**config.mk**
```make
export PLATFORM = sky130hd
export DESIGN_NAME = mcu_spi_target
export DESIGN_NICKNAME = d
export VERILOG_FILES = /design/src/rtl/mcu_spi_target_pkg.sv /design/src/rtl/mcu_sync_fifo.sv /design/src/rtl/mcu_spi_target.sv
export SDC_FILE = /design/constraint.sdc
export NUM_CORES = 1
export LEC_CHECK = 0
export CORE_ASPECT_RATIO = 1.4
export CORE_MARGIN = 2
export CORE_UTILIZATION = 30
export DETAILED_ROUTE_END_ITERATION = 16
export GPL_TIMING_DRIVEN = 0
export PLACE_DENSITY = 0.53
export RECOVER_POWER = 50
export SETUP_SLACK_MARGIN = 0.15
export SYNTH_ARGS = -nofsm -noshare
export SYNTH_HDL_FRONTEND = slang
export SYNTH_SLANG_ARGS = --single-unit
```
**constraint.sdc**
```tcl
create_clock -name clk_in -period 3.3 [get_ports clk_in]
set_input_delay 0.66 -clock clk_in [delete_from_list [all_inputs] [get_ports clk_in]]
set_output_delay 0.66 -clock clk_in [all_outputs]
set_load 0.005 [all_outputs]
```
**src/rtl/mcu_spi_target_pkg.sv**
```systemverilog
`default_nettype none
// +--------------------------------------------------------------------------+
// | Package     : mcu_spi_target_pkg                                         |
// | Description : Register addresses and STATUS/CTRL bit positions for the   |
// |               memory-mapped SPI target peripheral (0xfx page).           |
// | Revision    : 1.0 - initial release                                      |
// +--------------------------------------------------------------------------+
package mcu_spi_target_pkg;

    // Register addresses (low nibble within the peripheral page)
    localparam logic [3:0] c_addr_rx_data = 4'h0;
    localparam logic [3:0] c_addr_status  = 4'h1;
    localparam logic [3:0] c_addr_tx_data = 4'h2;
    localparam logic [3:0] c_addr_ctrl    = 4'h3;

    // STATUS bit positions
    localparam int c_st_rx_not_empty = 0;
    localparam int c_st_rx_full      = 1;
    localparam int c_st_overflow     = 2;
    localparam int c_st_frame_active = 3;
    localparam int c_st_tx_empty     = 4;

    // CTRL bit positions
    localparam int c_ctrl_enable  = 0;
    localparam int c_ctrl_clr_ovf = 1;

endpackage
`default_nettype wire

```
**src/rtl/mcu_sync_fifo.sv**
```systemverilog
`default_nettype none
// +--------------------------------------------------------------------------+
// | Module      : mcu_sync_fifo                                              |
// | Description : Single-clock FIFO with read-through head. DEPTH must be a  |
// |               power of two; pointers wrap by masking.                    |
// | Revision    : 1.0 - initial release                                      |
// +--------------------------------------------------------------------------+
// | Ports:                                                                   |
// |   clk_in    - system clock                                               |
// |   reset_in  - synchronous active-high reset                              |
// |   push      - write data_in (accepted if not full, or if popping too)    |
// |   pop       - remove head entry (ignored when empty)                     |
// |   data_in   - write data                                                 |
// |   data_out  - current head entry (valid when not empty)                  |
// |   full      - all DEPTH entries occupied                                 |
// |   empty     - no entries                                                 |
// +--------------------------------------------------------------------------+
module mcu_sync_fifo #(
    parameter int WIDTH = 8,
    parameter int DEPTH = 4
) (
    input  logic             clk_in,
    input  logic             reset_in,
    input  logic             push,
    input  logic             pop,
    input  logic [WIDTH-1:0] data_in,
    output logic [WIDTH-1:0] data_out,
    output logic             full,
    output logic             empty
);

    localparam int             c_aw       = $clog2(DEPTH);
    localparam logic [c_aw-1:0] c_ptr_mask = c_aw'(DEPTH - 1);
    localparam logic [c_aw:0]   c_depth    = (c_aw + 1)'(DEPTH);

    logic [WIDTH-1:0] r_mem [DEPTH];
    logic [c_aw-1:0]  r_wr_ptr;
    logic [c_aw-1:0]  r_rd_ptr;
    logic [c_aw:0]    r_count;

    logic w_do_push;
    logic w_do_pop;

    assign full     = (r_count == c_depth);
    assign empty    = (r_count == '0);
    assign data_out = r_mem[r_rd_ptr];

    // A push into a full FIFO is still legal when the head leaves in the same cycle
    assign w_do_pop  = pop & ~empty;
    assign w_do_push = push & (~full | w_do_pop);

    always_ff @(posedge clk_in) begin
        if (w_do_push) begin
            r_mem[r_wr_ptr] <= data_in;
        end
    end

    always_ff @(posedge clk_in) begin
        if (reset_in) begin
            r_wr_ptr <= '0;
            r_rd_ptr <= '0;
            r_count  <= '0;
        end else begin
            if (w_do_push) begin
                r_wr_ptr <= (r_wr_ptr + 1'b1) & c_ptr_mask;
            end
            if (w_do_pop) begin
                r_rd_ptr <= (r_rd_ptr + 1'b1) & c_ptr_mask;
            end
            if (w_do_push && !w_do_pop) begin
                r_count <= r_count + 1'b1;
            end else if (w_do_pop && !w_do_push) begin
                r_count <= r_count - 1'b1;
            end
        end
    end

endmodule
`default_nettype wire

```
**src/rtl/mcu_spi_target.sv**
```systemverilog
`default_nettype none
// +--------------------------------------------------------------------------+
// | Module      : mcu_spi_target                                             |
// | Description : Memory-mapped SPI target (mode 0, MSB first, 8-bit). SCLK, |
// |               MOSI and CS are synchronized into clk_in; received bytes   |
// |               queue in an RX FIFO; MISO comes from a one-entry TX hold.  |
// | Revision    : 1.0 - initial release                                      |
// +--------------------------------------------------------------------------+
// | Ports:                                                                   |
// |   clk_in                - system clock                                   |
// |   reset_in              - synchronous active-high reset                  |
// |   sclk_in/mosi_in/cs_in - external SPI pins (asynchronous, CS active low)|
// |   miso_out, miso_oe_out - serial data out and its output enable          |
// |   periph_*              - 4-bit address peripheral bus, registered reads |
// +--------------------------------------------------------------------------+
module mcu_spi_target
    import mcu_spi_target_pkg::*;
#(
    parameter int RX_DEPTH = 4
) (
    input  logic       clk_in,
    input  logic       reset_in,
    input  logic       sclk_in,
    input  logic       mosi_in,
    input  logic       cs_in,
    output logic       miso_out,
    output logic       miso_oe_out,
    output logic [7:0] periph_data_out,
    output logic       periph_data_valid_out,
    input  logic [7:0] periph_data_in,
    input  logic [3:0] periph_addr_in,
    input  logic       periph_addr_valid_in,
    input  logic       periph_write_en_in
);

    // ---------------------------------------------------------------- sync
    logic r_sclk_meta, r_sclk_sync, r_sclk_dly;
    logic r_cs_meta,   r_cs_sync,   r_cs_dly;
    logic r_mosi_meta, r_mosi_sync;

    always_ff @(posedge clk_in) begin
        if (reset_in) begin
            r_sclk_meta <= 1'b0;
            r_sclk_sync <= 1'b0;
            r_sclk_dly  <= 1'b0;
            r_cs_meta   <= 1'b1;
            r_cs_sync   <= 1'b1;
            r_cs_dly    <= 1'b1;
            r_mosi_meta <= 1'b0;
            r_mosi_sync <= 1'b0;
        end else begin
            r_sclk_meta <= sclk_in;
            r_sclk_sync <= r_sclk_meta;
            r_sclk_dly  <= r_sclk_sync;
            r_cs_meta   <= cs_in;
            r_cs_sync   <= r_cs_meta;
            r_cs_dly    <= r_cs_sync;
            r_mosi_meta <= mosi_in;
            r_mosi_sync <= r_mosi_meta;
        end
    end

    logic w_sclk_rise, w_sclk_fall, w_cs_rise, w_cs_fall;

    assign w_sclk_rise =  r_sclk_sync & ~r_sclk_dly;
    assign w_sclk_fall = ~r_sclk_sync &  r_sclk_dly;
    assign w_cs_rise   =  r_cs_sync   & ~r_cs_dly;
    assign w_cs_fall   = ~r_cs_sync   &  r_cs_dly;

    // ---------------------------------------------------------------- state
    logic       r_enable;
    logic       r_frame_active;
    logic       r_overflow;
    logic       r_tx_empty;
    logic [2:0] r_bit_cnt;
    logic [6:0] r_rx_shift;
    logic [7:0] r_tx_shift;
    logic [7:0] r_tx_hold;
    logic [7:0] r_rd_data;
    logic       r_rd_valid;

    // ---------------------------------------------------------------- bus decode
    logic w_rd_strobe, w_wr_strobe;

    assign w_rd_strobe = periph_addr_valid_in & ~periph_write_en_in;
    assign w_wr_strobe = periph_addr_valid_in &  periph_write_en_in;

    // ---------------------------------------------------------------- FIFO
    logic       w_fifo_full, w_fifo_empty;
    logic [7:0] w_fifo_head;
    logic [7:0] w_rx_byte;
    logic       w_byte_done;
    logic       w_pop;
    logic       w_push;
    logic       w_ovf_set, w_ovf_clr;

    // The MOSI sample aligns with the decoded SCLK rise: both pass through
    // the same two synchronizer stages.
    assign w_rx_byte   = {r_rx_shift, r_mosi_sync};
    assign w_byte_done = r_enable & r_frame_active & w_sclk_rise & (r_bit_cnt == 3'd7);
    assign w_pop       = w_rd_strobe & (periph_addr_in == c_addr_rx_data) & ~w_fifo_empty;
    assign w_push      = w_byte_done & (~w_fifo_full | w_pop);
    assign w_ovf_set   = w_byte_done & w_fifo_full & ~w_pop;
    assign w_ovf_clr   = w_wr_strobe & (periph_addr_in == c_addr_ctrl)
                         & periph_data_in[c_ctrl_clr_ovf];

    mcu_sync_fifo #(
        .WIDTH (8),
        .DEPTH (RX_DEPTH)
    ) u_rx_fifo (
        .clk_in   (clk_in),
        .reset_in (reset_in),
        .push     (w_push),
        .pop      (w_pop),
        .data_in  (w_rx_byte),
        .data_out (w_fifo_head),
        .full     (w_fifo_full),
        .empty    (w_fifo_empty)
    );

    // ---------------------------------------------------------------- TX path
    logic w_tx_load;
    logic w_tx_wr;

    // Load at frame start, and on the falling edge that follows a completed
    // byte. A falling edge coincident with CS rise is the end of the frame
    // and must not consume the holding register.
    assign w_tx_load = r_enable & (w_cs_fall
                       | (r_frame_active & ~w_cs_rise & w_sclk_fall & (r_bit_cnt == 3'd0)));
    // A load in the same cycle frees the holding register, so the write lands
    assign w_tx_wr   = w_wr_strobe & (periph_addr_in == c_addr_tx_data)
                       & (r_tx_empty | w_tx_load);

    always_ff @(posedge clk_in) begin
        if (reset_in) begin
            r_tx_hold  <= 8'h00;
            r_tx_empty <= 1'b1;
        end else if (w_tx_wr) begin
            r_tx_hold  <= periph_data_in;
            r_tx_empty <= 1'b0;
        end else if (w_tx_load) begin
            r_tx_empty <= 1'b1;
        end
    end

    // ---------------------------------------------------------------- frame
    always_ff @(posedge clk_in) begin
        if (reset_in) begin
            r_frame_active <= 1'b0;
            r_bit_cnt      <= 3'd0;
            r_rx_shift     <= 7'h00;
            r_tx_shift     <= 8'h00;
        end else if (!r_enable) begin
            r_frame_active <= 1'b0;
            r_bit_cnt      <= 3'd0;
        end else begin
            if (w_cs_fall) begin
                r_frame_active <= 1'b1;
                r_bit_cnt      <= 3'd0;
            end else if (r_frame_active) begin
                if (w_sclk_rise) begin
                    r_rx_shift <= w_rx_byte[6:0];
                    r_bit_cnt  <= r_bit_cnt + 3'd1;
                end
                // Later assignment wins: a partial byte is dropped at CS rise
                if (w_cs_rise) begin
                    r_frame_active <= 1'b0;
                    r_bit_cnt      <= 3'd0;
                end
            end

            if (w_tx_load) begin
                r_tx_shift <= r_tx_empty ? 8'hFF : r_tx_hold;
            end else if (r_frame_active && w_sclk_fall) begin
                r_tx_shift <= {r_tx_shift[6:0], 1'b1};
            end
        end
    end

    // ---------------------------------------------------------------- CTRL / overflow
    always_ff @(posedge clk_in) begin
        if (reset_in) begin
            r_enable   <= 1'b0;
            r_overflow <= 1'b0;
        end else begin
            if (w_wr_strobe && (periph_addr_in == c_addr_ctrl)) begin
                r_enable <= periph_data_in[c_ctrl_enable];
            end
            if (w_ovf_set) begin
                r_overflow <= 1'b1;
            end else if (w_ovf_clr) begin
                r_overflow <= 1'b0;
            end
        end
    end

    // ---------------------------------------------------------------- read path
    logic [7:0] w_rd_mux;

    always_comb begin
        w_rd_mux = 8'h00;
        case (periph_addr_in)
            c_addr_rx_data: w_rd_mux = w_fifo_empty ? 8'h00 : w_fifo_head;
            c_addr_status: begin
                w_rd_mux[c_st_rx_not_empty] = ~w_fifo_empty;
                w_rd_mux[c_st_rx_full]      = w_fifo_full;
                w_rd_mux[c_st_overflow]     = r_overflow;
                w_rd_mux[c_st_frame_active] = r_frame_active;
                w_rd_mux[c_st_tx_empty]     = r_tx_empty;
            end
            c_addr_ctrl:    w_rd_mux[c_ctrl_enable] = r_enable;
            default:        w_rd_mux = 8'h00;
        endcase
    end

    always_ff @(posedge clk_in) begin
        if (reset_in) begin
            r_rd_data  <= 8'h00;
            r_rd_valid <= 1'b0;
        end else begin
            r_rd_valid <= w_rd_strobe;
            if (w_rd_strobe) begin
                r_rd_data <= w_rd_mux;
            end
        end
    end

    assign periph_data_out       = r_rd_data;
    assign periph_data_valid_out = r_rd_valid;
    assign miso_out              = r_frame_active & r_tx_shift[7];
    assign miso_oe_out           = r_frame_active;

endmodule
`default_nettype wire

```
==> flow_metrics.env, run 1 <==
export IMPL_place_congestion=0.751
export IMPL_p_leak_uw=0.00150
export IMPL_power_density_nw_per_um2=518
export IMPL_status="complete, no violations"
export IMPL_antenna_found_initial=0
export IMPL_layout_setup_ws_ns=0.309
export IMPL_place_inst=478
export IMPL_antenna_cells=0
export IMPL_worstPathRequired_ns=3.58
export IMPL_drive_gt1_frac=0.117
export IMPL_ys_seq_elements=88
export IMPL_synth_flop_cell="dfxtp_1"
export IMPL_dp_hpwl_um=5460
export IMPL_critical_path_top_delay_family="simple AND/OR/NAND/NOR gates"
export IMPL_io_buffers=28
export IMPL_clk_path_buf_depth=2
export IMPL_cts_tree="yes"
export IMPL_final_cells=496
export IMPL_crit_type="input port to register"
export IMPL_fin_crit_sh=0.906
export IMPL_synth_area_um2=3620
export IMPL_holdCritPathClass="register to register"
export IMPL_tightestPinTransition_ns=0.846
export IMPL_pin_count=30
export IMPL_viasPerCell=4.76
export IMPL_dieArea_um2=13000
export IMPL_final_common_cell="dfxtp_1"
export IMPL_postSynth_asyncResetShare=0
export IMPL_die_w_um=96.8
export IMPL_ys_warn_count=0
export IMPL_fin_skew_ns=0.00711
export IMPL_drt_iter0_drc=77
export IMPL_crit_path_top_delay_cell="clkdlybuf4s50_1"
export IMPL_startpoint_type="input port"
export IMPL_layout_common_cells="dfxtp_1 (56), nand2_1 (32), edfxtp_1 (32)"
export IMPL_drc=0
export IMPL_firstDrtPassIters=4
export IMPL_clkSinkCount=88
export IMPL_worstSetupEndpointType="register"
export IMPL_synth_fp_nets=331
export IMPL_h_tree_depth=3
export IMPL_cts_hold_buffers=0
export IMPL_insertion_delay_ns=0.35
export IMPL_ys_seq_area_frac=0.575
export IMPL_grt_pass1_wl_um=12600
export IMPL_grt_max_degree=15
export IMPL_hold_viol_final=0
export IMPL_ant_nets=0
export IMPL_core_um2=11800
export IMPL_total_power_uw=2280
export IMPL_path_clk_slew_ns=0.06
export IMPL_critPathMaxFanout=5
export IMPL_num_nets_final=372
export IMPL_overflow=0
export IMPL_placed_area_um2=4080
export IMPL_path_cells="clkdlybuf4s50_1 -> nor3_4 -> nor4b_4 -> inv_4 -> a21oi_4 -> ha_1 -> inv_1 -> fa_1 -> xor2_1 -> or3_1 -> a21oi_1"
export IMPL_max_freq_mhz=334
export IMPL_syn_area_per_cell_um2=11.9
export IMPL_cp_buffers_inverters=3
export IMPL_maxSlewViolCount=0
export IMPL_ys_types=50
export IMPL_syn2layout_area_growth_pct=21.6
export IMPL_setup_violations=0
export IMPL_critPathArrivalTime_ns=3.27
export IMPL_num_vias=2363
export IMPL_synth_edff_count=32
export IMPL_rsz0062_at_grt="no"
export IMPL_cts_buffers=9
export IMPL_wl_per_cell_um=15.5
export IMPL_ir_drop_mv=0.217
export IMPL_num_fill_cells=1165
export IMPL_rows=47
export IMPL_final_cell_area_um2=4400
export IMPL_die_h_um=134
export IMPL_critPathMaxStageDelay_ns=0.53
export IMPL_grt_pass1_vias=2409
export IMPL_syn_inst=303
export IMPL_grtUsageTotal=0.128
export IMPL_fin_crit_ns=2.99
export IMPL_cap_viol_max_count=0
export IMPL_start_util=0.306
export IMPL_wl_um=7690
export IMPL_dp_slack_ns=-0.547
export IMPL_relSlewSlack=0.436
export IMPL_cts_root_buf="clkbuf_16"
export IMPL_whs_ns=0.408
registers in the layout (all words and copies together) (netlist names), 2 cells and up, named ones only:
name	cells
periph_data_out	8
r_bit_cnt	3
r_rx_shift	7
r_tx_hold	8
r_tx_shift	8
u_rx_fifo.r_count	3
u_rx_fifo.r_mem	32
u_rx_fifo.r_rd_ptr	2
u_rx_fifo.r_wr_ptr	2
final timing paths:
check                              start                                 to  slack [ns]  depth (start not counted)
setup / recovery       periph_addr_in[0]  u_rx_fifo.r_count[2]$_SDFFE_PP0P_        0.31                         11
setup reg to reg  miso_oe_out$_SDFF_PP0_  u_rx_fifo.r_count[2]$_SDFFE_PP0P_        0.76                         10
hold reg to reg     r_cs_meta$_SDFF_PP1_               r_cs_sync$_SDFF_PP1_        0.41                          1
hold / removal      r_cs_meta$_SDFF_PP1_               r_cs_sync$_SDFF_PP1_        0.41                          1
area by class of cell:
| type | count | area (um^2) | share of cell area |
|---|---|---|---|
| clock buffers | 11 | 233 | 0.0529 |
| multi-input cells | 190 | 1420 | 0.323 |
| inverters | 9 | 36.3 | 0.00825 |
| clock inverters | 5 | 80.1 | 0.0182 |
| flip-flops and latches | 88 | 2080 | 0.473 |
| repair buffers | 30 | 295 | 0.0671 |
| plain buffers | 16 | 68.8 | 0.0156 |
| well taps | 147 | 184 | 0.0418 |
cell usage after synthesis (2+ instances only):
library cell	count	area [um^2]
buf_2	5	25.0
o21bai_1	2	15.0
or2_2	3	18.8
a21oi_1	7	35.0
and2_2	4	30.0
nand2_1	32	120
and4b_1	2	20.0
a31oi_1	4	25.0
nand4_1	4	25.0
inv_1	8	30.0
xor2_1	2	17.5
edfxtp_1	32	961
nor2_1	23	86.3
dfxtp_1	56	1120
nor3b_1	2	15.0
clkbuf_1	10	37.5
nor3_1	8	40.0
ha_1	8	100
mux2i_1	23	230
nor2b_1	11	68.8
o21ai_0	5	25.0
mux4_2	8	180
or3_1	2	12.5
a22oi_1	3	22.5
a211oi_1	7	52.6
and2_1	2	12.5
nand3_1	7	35.0
through the flow:
| step | setup TNS (ns) | util |
|---|---|---|
| after floorplan | 0 | - |
| after global routing | 0 | 0.372 |
| after detailed placement | -0.819 | 0.346 |
| final | 0 | 0.372 |
| after global placement | -0.690 | 0.346 |
| after CTS | 0 | 0.373 |
timing repair:
action                                 in CTS  in global routing
gates resized for setup                     0                  0
endpoints found under the hold margin       0                  0
setup endpoints to repair                   2                  0
setup buffers                               2                  0
worst reg2reg max path: stages (launching register included):
cell and delay, ns:
dfxtp_1 0.37, clkbuf_1 0.34, and4b_1 0.30, nand2_1 0.11, a21oi_4 0.13, ha_1 0.20, inv_1 0.06, fa_1 0.37
xor2_1 0.16, or3_1 0.31, a21oi_1 0.14
layer usage:
layer	global-route usage	part of all wire	up-vias
li1	-	-	1173
met1	0.149	0.44	1152
met2	0.225	0.52	27
met3	0.0234	0.019	11
met4	0.0657	0.022	0
met5	0	0	-
cell families after synthesis:
group	share of synthesized area
xor+xnor	0.00726
fa+ha+maj	0.0332
simple gates	0.162
buf+inv	0.0304
compound gates	0.0743
flops	0.575
mux	0.118
power by group:
part / internal (uW) / switching (uW)
registers: 1120 / 4.31
logic: 34.1 / 37.2
clock network: 664 / 415
total: 1820 / 457
(Power assumes the default switching activity.)
==> run 2, diff against run 1 <==
--- a/config.mk
+++ b/config.mk
@@ -7,10 +7,10 @@
 export LEC_CHECK = 0
 export CORE_ASPECT_RATIO = 1.4
 export CORE_MARGIN = 2
-export CORE_UTILIZATION = 30
+export CORE_UTILIZATION = 50
 export DETAILED_ROUTE_END_ITERATION = 16
 export GPL_TIMING_DRIVEN = 0
-export PLACE_DENSITY = 0.53
+export PLACE_DENSITY = 0.76
 export RECOVER_POWER = 50
 export SETUP_SLACK_MARGIN = 0.15
 export SYNTH_ARGS = -nofsm -noshare
==> flow_metrics.env, run 2 (synthesis results as in run 1) <==
export IMPL_status="complete, no violations"
export IMPL_place_congestion=0.870
export IMPL_antenna_found_initial=0
export IMPL_grt_pass1_vias=2414
export IMPL_setup_tns_ns=0
export IMPL_relSlewSlack=0.531
export IMPL_startpoint_type="input port"
export IMPL_start_util=0.518
export IMPL_path_clk_slew_ns=0.09
export IMPL_p_leak_uw=0.00145
export IMPL_die_w_um=75.9
export IMPL_drc=0
export IMPL_syn2layout_area_growth_pct=16.1
export IMPL_drt_iter0_drc=115
export IMPL_io_buffers=28
export IMPL_hold_viol_final=0
export IMPL_final_cell_area_um2=4200
export IMPL_maxSlewViolCount=0
export IMPL_placed_area_um2=4020
export IMPL_power_density_nw_per_um2=447
export IMPL_overflow=0
export IMPL_grt_max_degree=17
export IMPL_num_fill_cells=592
export IMPL_drive_gt1_frac=0.129
export IMPL_num_vias=2383
export IMPL_die_h_um=105
export IMPL_num_nets_final=372
export IMPL_firstDrtPassIters=4
export IMPL_reg2reg_depth=10
export IMPL_clkSinkCount=88
export IMPL_ant_nets=0
export IMPL_dieArea_um2=7950
export IMPL_critPathMaxFanout=5
export IMPL_clk_path_buf_depth=2
export IMPL_worstPathRequired_ns=3.60
export IMPL_final_common_cell="dfxtp_1"
export IMPL_rows=36
export IMPL_seq_area_um2=2080
export IMPL_setup_violations=0
export IMPL_worstSetupEndpointType="register"
export IMPL_crit_type="input port to register"
export IMPL_largest_reg_flops=32
export IMPL_ctsResizeCount=0
export IMPL_pin_count=30
export IMPL_dp_hpwl_um=4710
export IMPL_max_flop_register="u_rx_fifo.r_mem"
export IMPL_cts_buffers=9
export IMPL_h_tree_depth=3
export IMPL_insertion_delay_ns=0.37
export IMPL_layout_common_cells="dfxtp_1 (56), nand2_1 (32), edfxtp_1 (32)"
export IMPL_cts_root_buf="clkbuf_8"
export IMPL_cts_tree="yes"
export IMPL_antenna_cells=0
export IMPL_hold_depth=1
export IMPL_grt_pass1_wl_um=11400
export IMPL_wl_um=6790
export IMPL_cts_hold_buffers=0
export IMPL_fin_skew_ns=0.00939
export IMPL_fin_crit_sh=0.884
export IMPL_tightestPinTransition_ns=0.703
export IMPL_multi_input_area_um2=1420
export IMPL_cap_viol_max_count=0
export IMPL_viasPerCell=5.37
export IMPL_max_freq_mhz=343
export IMPL_grtUsageTotal=0.186
export IMPL_ir_drop_mv=0.270
export IMPL_rsz0062_at_grt="no"
export IMPL_fin_crit_ns=2.92
export IMPL_core_um2=6980
export IMPL_wl_per_cell_um=15.3
export IMPL_critPathArrivalTime_ns=3.21
export IMPL_holdCritPathClass="register to register"
## run 2: cell count changes in the layout (fill, tap and decap cells not counted), sizes merged
cell and change:
dlygate4sd3 -1, clkdlybuf4s50 +1, inv +2, bufinv -2, buf +1, clkinvlp -1
clkinv +3, clkbuf -3
## run 2: final cells by class
cell class | count | area share
inverters | 9 | 0.00864
well taps | 95 | 0.0283
clock buffers | 9 | 0.0295
clock inverters | 7 | 0.0128
repair buffers | 30 | 0.0703
plain buffers | 16 | 0.0167
multi-input cells | 190 | 0.338
flip-flops and latches | 88 | 0.496
## run 2: worst max-delay path, stage by stage
cell and delay [ns]:
clkdlybuf4s50_1 0.52, nor3_4 0.28, nor4b_4 0.33, inv_4 0.08
a21oi_4 0.14, ha_1 0.19, inv_1 0.06, fa_1 0.37
xor2_1 0.15, or3_1 0.30, a21oi_1 0.14
## run 2: metal layers
| metal | wire length, um | up-vias | global-route usage |
|---|---|---|---|
| met5 | 0 | - | 0 |
| met4 | 241 | 0 | 0.127 |
| met3 | 260 | 16 | 0.0449 |
| met2 | 3370 | 43 | 0.297 |
| met1 | 2920 | 1157 | 0.221 |
| li1 | - | 1167 | - |
## run 2: what timing repair did
action	4_1_cts	5_1_grt
setup buffers	1	1
endpoints found under the setup margin	1	1
pin swaps	0	1
## run 2: final timing paths
kind,startpoint,end,slack [ns]
setup / recovery,periph_addr_in[0],u_rx_fifo.r_count[2]$_SDFFE_PP0P_,0.38
hold / removal,r_cs_meta$_SDFF_PP1_,r_cs_sync$_SDFF_PP1_,0.42
setup reg to reg,r_enable$_SDFFE_PP0P_,u_rx_fifo.r_count[2]$_SDFFE_PP0P_,0.83
hold reg to reg,r_cs_meta$_SDFF_PP1_,r_cs_sync$_SDFF_PP1_,0.42
## run 2: where the power goes
group / internal (uW) / switching, uW / leakage (uW)
Combinational: 34.3 / 34.9 / 0.000613
Sequential: 1120 / 3.83 / 0.000742
Clock: 281 / 400 / 0.0000944
Total: 1440 / 439 / 0.00145
## run 2: stage by stage
step	hold slack [ns]	setup slack (ns)	utilization	total power, uW	instances
6_report	0.421	0.384	0.602	1880	444
5_1_grt	0.449	0.253	0.602	1940	444
4_1_cts	0.425	0.208	0.602	1890	443
3_5_place_dp	0.401	-0.433	0.576	1220	426
3_3_place_gp	0.392	-0.401	0.576	1220	426
2_1_floorplan	0.389	0.379	-	1180	303
==> run 3, diff against run 2 <==
--- a/config.mk
+++ b/config.mk
@@ -5,6 +5,7 @@
 export SDC_FILE = /design/constraint.sdc
 export NUM_CORES = 1
 export LEC_CHECK = 0
+export CAP_MARGIN = 20
 export CORE_ASPECT_RATIO = 1.4
 export CORE_MARGIN = 2
 export CORE_UTILIZATION = 50
==> results of run 3 <==
The final DEF is identical to that of run 2; final timing and power are the same.
==> RTL edit 1: new RTL, settings of run 2 <==
Set the parameter `RX_DEPTH` to 16 (it was 4).
--- a/src/rtl/mcu_spi_target.sv
+++ b/src/rtl/mcu_spi_target.sv
@@ -17,5 +17,5 @@
     import mcu_spi_target_pkg::*;
 #(
-    parameter int RX_DEPTH = 4
+    parameter int RX_DEPTH = 16
 ) (
     input  logic       clk_in,
Behaviour: no difference found for any inputs over 4 cycles, from zero or initial values and one cycle with reset_in high; that may be too few to reach the edited logic, so the function may still have changed.
==> RTL edit 1 against run 2 <==
Non-clock buffer count increased by 13; worst setup slack got worse by 0.14 ns; clock skew about the same; final area increased by 110%; sequential cell count increased by 104; synthesized area increased by 120%; sequential power increased by 130%; routed wire length increased by 140%; power increased by 150%; largest cell class unchanged.
==> RTL edit 1: results (changes against run 2) <==
STA
The setup skew after layout is 0.009328 ns (-0.00006347 ns). The worst slew slack as a fraction of its limit is 0.4138 (-0.1176).

Synth
The fraction of the yosys area taken by sequential cells is 0.6567 (+0.08154). The proportion of register bits with asynchronous set or reset after synthesis is 0 (unchanged). The count of distinct cell types in the synthesized netlist is 51 (+2.0%). For this run, the leading register cell type out of synthesis is edfxtp_1. The number of enable flip-flop cells after synthesis is 128 (+300%). Sorting the synthesized cells by area gives the leading types as edfxtp_1, dfxtp_1, mux2i_1. The number of nets produced by synthesis is 587 (+77%). In the synthesized netlist, the cells that appear most often are edfxtp_1, dfxtp_1, mux2i_1, nor2_1, nand2_1. The count of warnings emitted by yosys is 0 (unchanged).

Final layout
The layout cell share with drive strength beyond 1 is 0.1309 (+0.001916). The number of nets in the finished design is 639 (+72%). u_rx_fifo.r_mem holds more flip-flops than any other register.

The antenna cell count came to 0 (unchanged). The flip-flop count of the largest register, all copies and words added came to 128 (+300%).

Global route
The initial antenna violation count is 0 (unchanged). The number of global-route vias before repair is 4893 (+100%). The total routing resource utilization after global routing is 0.2130 (+0.02721). The maximum number of pins on one net before global-route repair came to 19 (+2). The global-route wire length before repair is 25960 um (+130%).

Worst setup path
The critical path data arrival time came to 3.38 ns (+0.17 ns). The largest fanout on the critical path was 5 (unchanged).

Worst hold path
The worst hold-check path type is register to register.

Clocking
The CTS clock-pin slew for the worst setup and hold paths is 0.07 ns (-0.02 ns). The H-tree level count is 4 (+1). The number of buffers created by CTS is 17 (+8). The clock latency on the worst-skew pair is 0.44 ns (+0.07 ns). In this run the clock root is driven by a clkbuf_16. The clock tree buffer depth was 2 (unchanged).

Placed design
The half-perimeter wire length of the detailed placement result is 11660 um (+150%). The instance area after placement is 0.008374 sq mm (+110%). The count of buffers from port buffering is 29 (+3.6%).

The final estimated routing congestion in global placement is 0.8422 (-3.2%).

Status
The run finished with clean final reports.

Route
The overall via count from detail_route was 4717 (+98%). The number of detailed-route iterations in the first pass was 6 (+2). The mean routed wirelength per cell was 20.26 um (+32%). The initial DRC count is 287 (+150%).

Power and ir drop
The maximum ir drop on the vdd rail was 0.4189 mV (+55%). The static leakage is 2.965 nW (+100%).
==> RTL edit 1: changes by cell type in the layout (fill, tap and decap cells not counted), moves of 8 or more <==
cell	run 2	this run
edfxtp_1	32	128
mux2i_1	23	53
nor2_1	23	43
clkbuf_16	0	17
and2_1	2	18
a21oi_1	7	16
clkbuf_8	9	0
dfxtp_1	56	64
==> RTL edit 1: path summary, 6_finish.rpt <==
path / startpoint / end / slack (ns) / cells after the start
min reg2reg: r_cs_meta / r_cs_sync / 0.41 / 1
min: r_cs_meta / r_cs_sync / 0.41 / 1
max reg2reg: u_rx_fifo.r_count[0] / u_rx_fifo.r_count[4] / 0.32 / 11
max: periph_addr_in[2] / u_rx_fifo.r_count[4] / 0.25 / 12
==> RTL edit 1: cells by family (layout without fill, tap and decap cells) <==
logic type / Yosys count / count (layout) / share of synthesized area
buf+inv: 38 / 103 / 0.02004
mux: 75 / 75 / 0.1214
compound gates: 65 / 65 / 0.06333
fa+ha+maj: 14 / 14 / 0.02341
flops: 192 / 192 / 0.6567
xor+xnor: 9 / 9 / 0.01010
simple gates: 161 / 161 / 0.1050
==> RTL edit 1: timing repair <==
action / in CTS / in global routing
setup buffers: 2 / 2
cloned: 0 / 0
pin swaps: 3 / 3
setup endpoints to repair: 1 / 1
resized for setup: 6 / 4
==> RTL edit 1: final cells by class <==
class	count	area (sq um)
timing repair buffer	33	311.5
inverter	12	47.55
buffer	26	111.4
clock buffer	18	429.2
fill	1194	6415
tap	196	245.2
multi-input combinational	324	2566
clock inverter	14	153.9
sequential	192	5125
==> RTL edit 1: worst max-delay path, cell delays in order <==
cell,delay [ns]
dlygate4sd2_1,0.28
or4_4,0.58
o211ai_4,0.24
nand2_4,0.11
inv_4,0.09
ha_4,0.15
inv_2,0.06
ha_1,0.31
a21o_1,0.19
a21oi_2,0.15
mux2i_1,0.22
mux2_2,0.34
==> RTL edit 1: through the flow <==
step                      instances    util  hold WS, ns  worst slack [ns]
final                           815  0.5836       0.4131            0.2453
after global routing            815  0.5836       0.4304            0.1449
after CTS                       813  0.5824       0.4208            0.1619
after detailed placement        779  0.5436       0.4040           -0.6548
after global placement          779  0.5436       0.3929           -0.5951
after floorplan                 554       -       0.3895            0.1783
==> RTL edit 1: layer usage <==
| metal | wire length (um) | track usage |
|---|---|---|
| met3 | 655 | 0.04462 |
| met2 | 8964 | 0.3739 |
| met1 | 6282 | 0.2423 |
| met4 | 607 | 0.1007 |
| met5 | 0 | 0 |
==> RTL edit 1: power breakdown <==
part           switching [mW]  internal, mW
combinational          0.0369        0.0337
clock                   0.909          1.13
sequential            0.00591          2.54
==> RTL edit 2: new RTL, flow settings as in run 2 <==
Made on the original files. Reset style: asynchronous (`reset_in`), changed in 6 clocked blocks. Comments in the files are not updated.
--- a/src/rtl/mcu_sync_fifo.sv
+++ b/src/rtl/mcu_sync_fifo.sv
@@ -56,5 +56,5 @@
     end
 
-    always_ff @(posedge clk_in) begin
+    always_ff @(posedge clk_in or posedge reset_in) begin
         if (reset_in) begin
             r_wr_ptr <= '0;
--- a/src/rtl/mcu_spi_target.sv
+++ b/src/rtl/mcu_spi_target.sv
@@ -39,5 +39,5 @@
     logic r_mosi_meta, r_mosi_sync;
 
-    always_ff @(posedge clk_in) begin
+    always_ff @(posedge clk_in or posedge reset_in) begin
         if (reset_in) begin
             r_sclk_meta <= 1'b0;
@@ -132,5 +132,5 @@
                        & (r_tx_empty | w_tx_load);
 
-    always_ff @(posedge clk_in) begin
+    always_ff @(posedge clk_in or posedge reset_in) begin
         if (reset_in) begin
             r_tx_hold  <= 8'h00;
@@ -145,5 +145,5 @@
 
     // ---------------------------------------------------------------- frame
-    always_ff @(posedge clk_in) begin
+    always_ff @(posedge clk_in or posedge reset_in) begin
         if (reset_in) begin
             r_frame_active <= 1'b0;
@@ -179,5 +179,5 @@
 
     // ---------------------------------------------------------------- CTRL / overflow
-    always_ff @(posedge clk_in) begin
+    always_ff @(posedge clk_in or posedge reset_in) begin
         if (reset_in) begin
             r_enable   <= 1'b0;
@@ -214,5 +214,5 @@
     end
 
-    always_ff @(posedge clk_in) begin
+    always_ff @(posedge clk_in or posedge reset_in) begin
         if (reset_in) begin
             r_rd_data  <= 8'h00;
Function: differs if reset_in is asserted again (counterexample within 4 cycles, from zero or initial values and one cycle with reset_in high); with reset_in held inactive, the same outputs for 10 cycles.
==> RTL edit 2 against run 2 <==
Fmax is 4.8% lower; routed wire length is 8.0% lower; worst setup slack got worse by 0.15 ns; synthesized cell count fell by 19%; sequential cell count down 2; synthesized area decreased by 0.97%; final area hardly changed.
Power is not compared: it rests on default switching activity, and its combinational part moved more than twofold at a synthesized area within 25%.
==> RTL edit 2: results (changes against run 2) <==
Status
The flow ran to the end, and the final reports show no timing, DRC or antenna violations.

Final layout
The multi-input gate area in the final layout is 0.001175 sq mm (-17%). The number of nets in the finished design is 314 (-16%). The final-layout clock-cell area share came to 0.03994 (-0.002347). The data-path buffer share of cell area in the final layout is 0.08465 (-0.002307).

The final instance count without filler cells is 386 (-13%). The count of buffers not belonging to the clock network in the layout is 40 (-13%). The share of the final layout cell area in multi-input gates is 0.2799 (-0.05841). The number of inserted filler cells in the final layout is 564 (-4.7%).

The layout cell share with drive strength beyond 1 is 0.1890 (+0.06006). The number of multi-input combinational cells is 132 (-31%). The number of clock buffer instances in the layout came to 10 (+1).

Worst setup path
The largest fanout on the critical path is 10 (+5). The critical path data arrival time is 3.31 ns (+0.10 ns).

STA
The measured slew at the worst slew-check pin came to 1.041 ns (+0.3385 ns). The setup skew after layout is 0.01750 ns (+0.008112 ns).

Placed design
The final estimated routing congestion in global placement was 0.7329 (-16%). The placed instance count is 369 (-13%). The instance area after placement is 0.004014 sq mm (-0.12%). The count of buffers from port buffering came to 29 (+3.6%). The half-perimeter wire length of the detailed placement result came to 4391 um (-6.7%).

Global route
The maximum number of pins on one net before global-route repair came to 44 (+27). The number of global-route vias before repair is 2081 (-14%). The met3 usage in global routing is 0.04845 (+0.003545).

The global-route wire length before repair came to 10090 um (-12%). The total routing resource utilization after global routing came to 0.1750 (-0.01074).

Synth
By area the synthesized netlist is led by dfrtp_1, edfxtp_1, mux2_2. The number of nets produced by synthesis was 272 (-18%). The gate count after technology mapping came to 244 (-19%). The parity-gate share of the synthesized area counting xor and xnor cells is 0.01466 (+0.007401). The portion of netlist area occupied by mux cells is 0.1487 (+0.03117). The share of the synthesized area in compound gates (AO/OA/AOI/OAI) came to 0.05131 (-0.02301). The proportion of register bits with asynchronous set or reset after synthesis was 0.6279 (+0.6279).

Route
The aggregate routed wire length is 6248 um (-8.0%). The wire length the detailed router placed on met1 came to 2654 um (-9.0%). The met3 layer wire length in the routed design was 213 um (-18%). The initial DRC count is 58 (-50%).

The mean number of vias per cell is 5.244 (-2.3%).
## RTL edit 2: cell count changes after synthesis, moves of 6 or more
cell	run 2	this run
nand2_1	32	9
nand3_1	7	0
dfrtp_1	0	50
nor3_1	8	2
o21ai_0	5	13
clkbuf_1	10	3
inv_1	8	17
a211oi_1	7	0
dfxtp_1	56	0
nor2_1	23	12
mux2i_1	23	15
mux2_2	0	18
nor2b_1	11	4
## RTL edit 2: power groups by stage
| stage | sequential (mW) | clock [mW] | combinational, mW |
|---|---|---|---|
| finish | 1.28 | 0.633 | 0.286 |
| global route | 1.29 | 0.687 | 0.318 |
| CTS | 1.28 | 0.649 | 0.293 |
| detailed placement | 1.30 | 0 | 0.290 |
| global placement | 1.29 | 0 | 0.276 |
| floorplan | 1.28 | 0 | 0.204 |
## RTL edit 2: path summary, 6_finish.rpt
kind | start | endpoint | slack (ns) | cells after the start
min in group asynchronous | reset_in | r_rx_shift[2] | 0.74 | 2
max in group asynchronous | reset_in | u_rx_fifo.r_count[1] | 1.18 | 3
worst min-delay path | r_mosi_meta | r_mosi_sync | 0.35 | 0
worst min register to register | r_mosi_meta | r_mosi_sync | 0.35 | 0
worst max register to register | u_rx_fifo.r_count[0] | u_rx_fifo.r_count[1] | 0.74 | 8
worst max-delay path | periph_addr_in[2] | u_rx_fifo.r_count[1] | 0.24 | 9
## RTL edit 2: critical path: cells and delay by family
kind | cells | cell delay (ns)
simple gates | 2 | 0.96
mux | 1 | 0.26
buf+inv | 4 | 0.83
fa+ha+maj | 2 | 0.59
## RTL edit 2: timing repair
action / in CTS / in global routing
buffers inserted: 0 / 1
gates resized for setup: 0 / 8
hold endpoints to repair: 0 / 0
endpoints found under the setup margin: 0 / 2
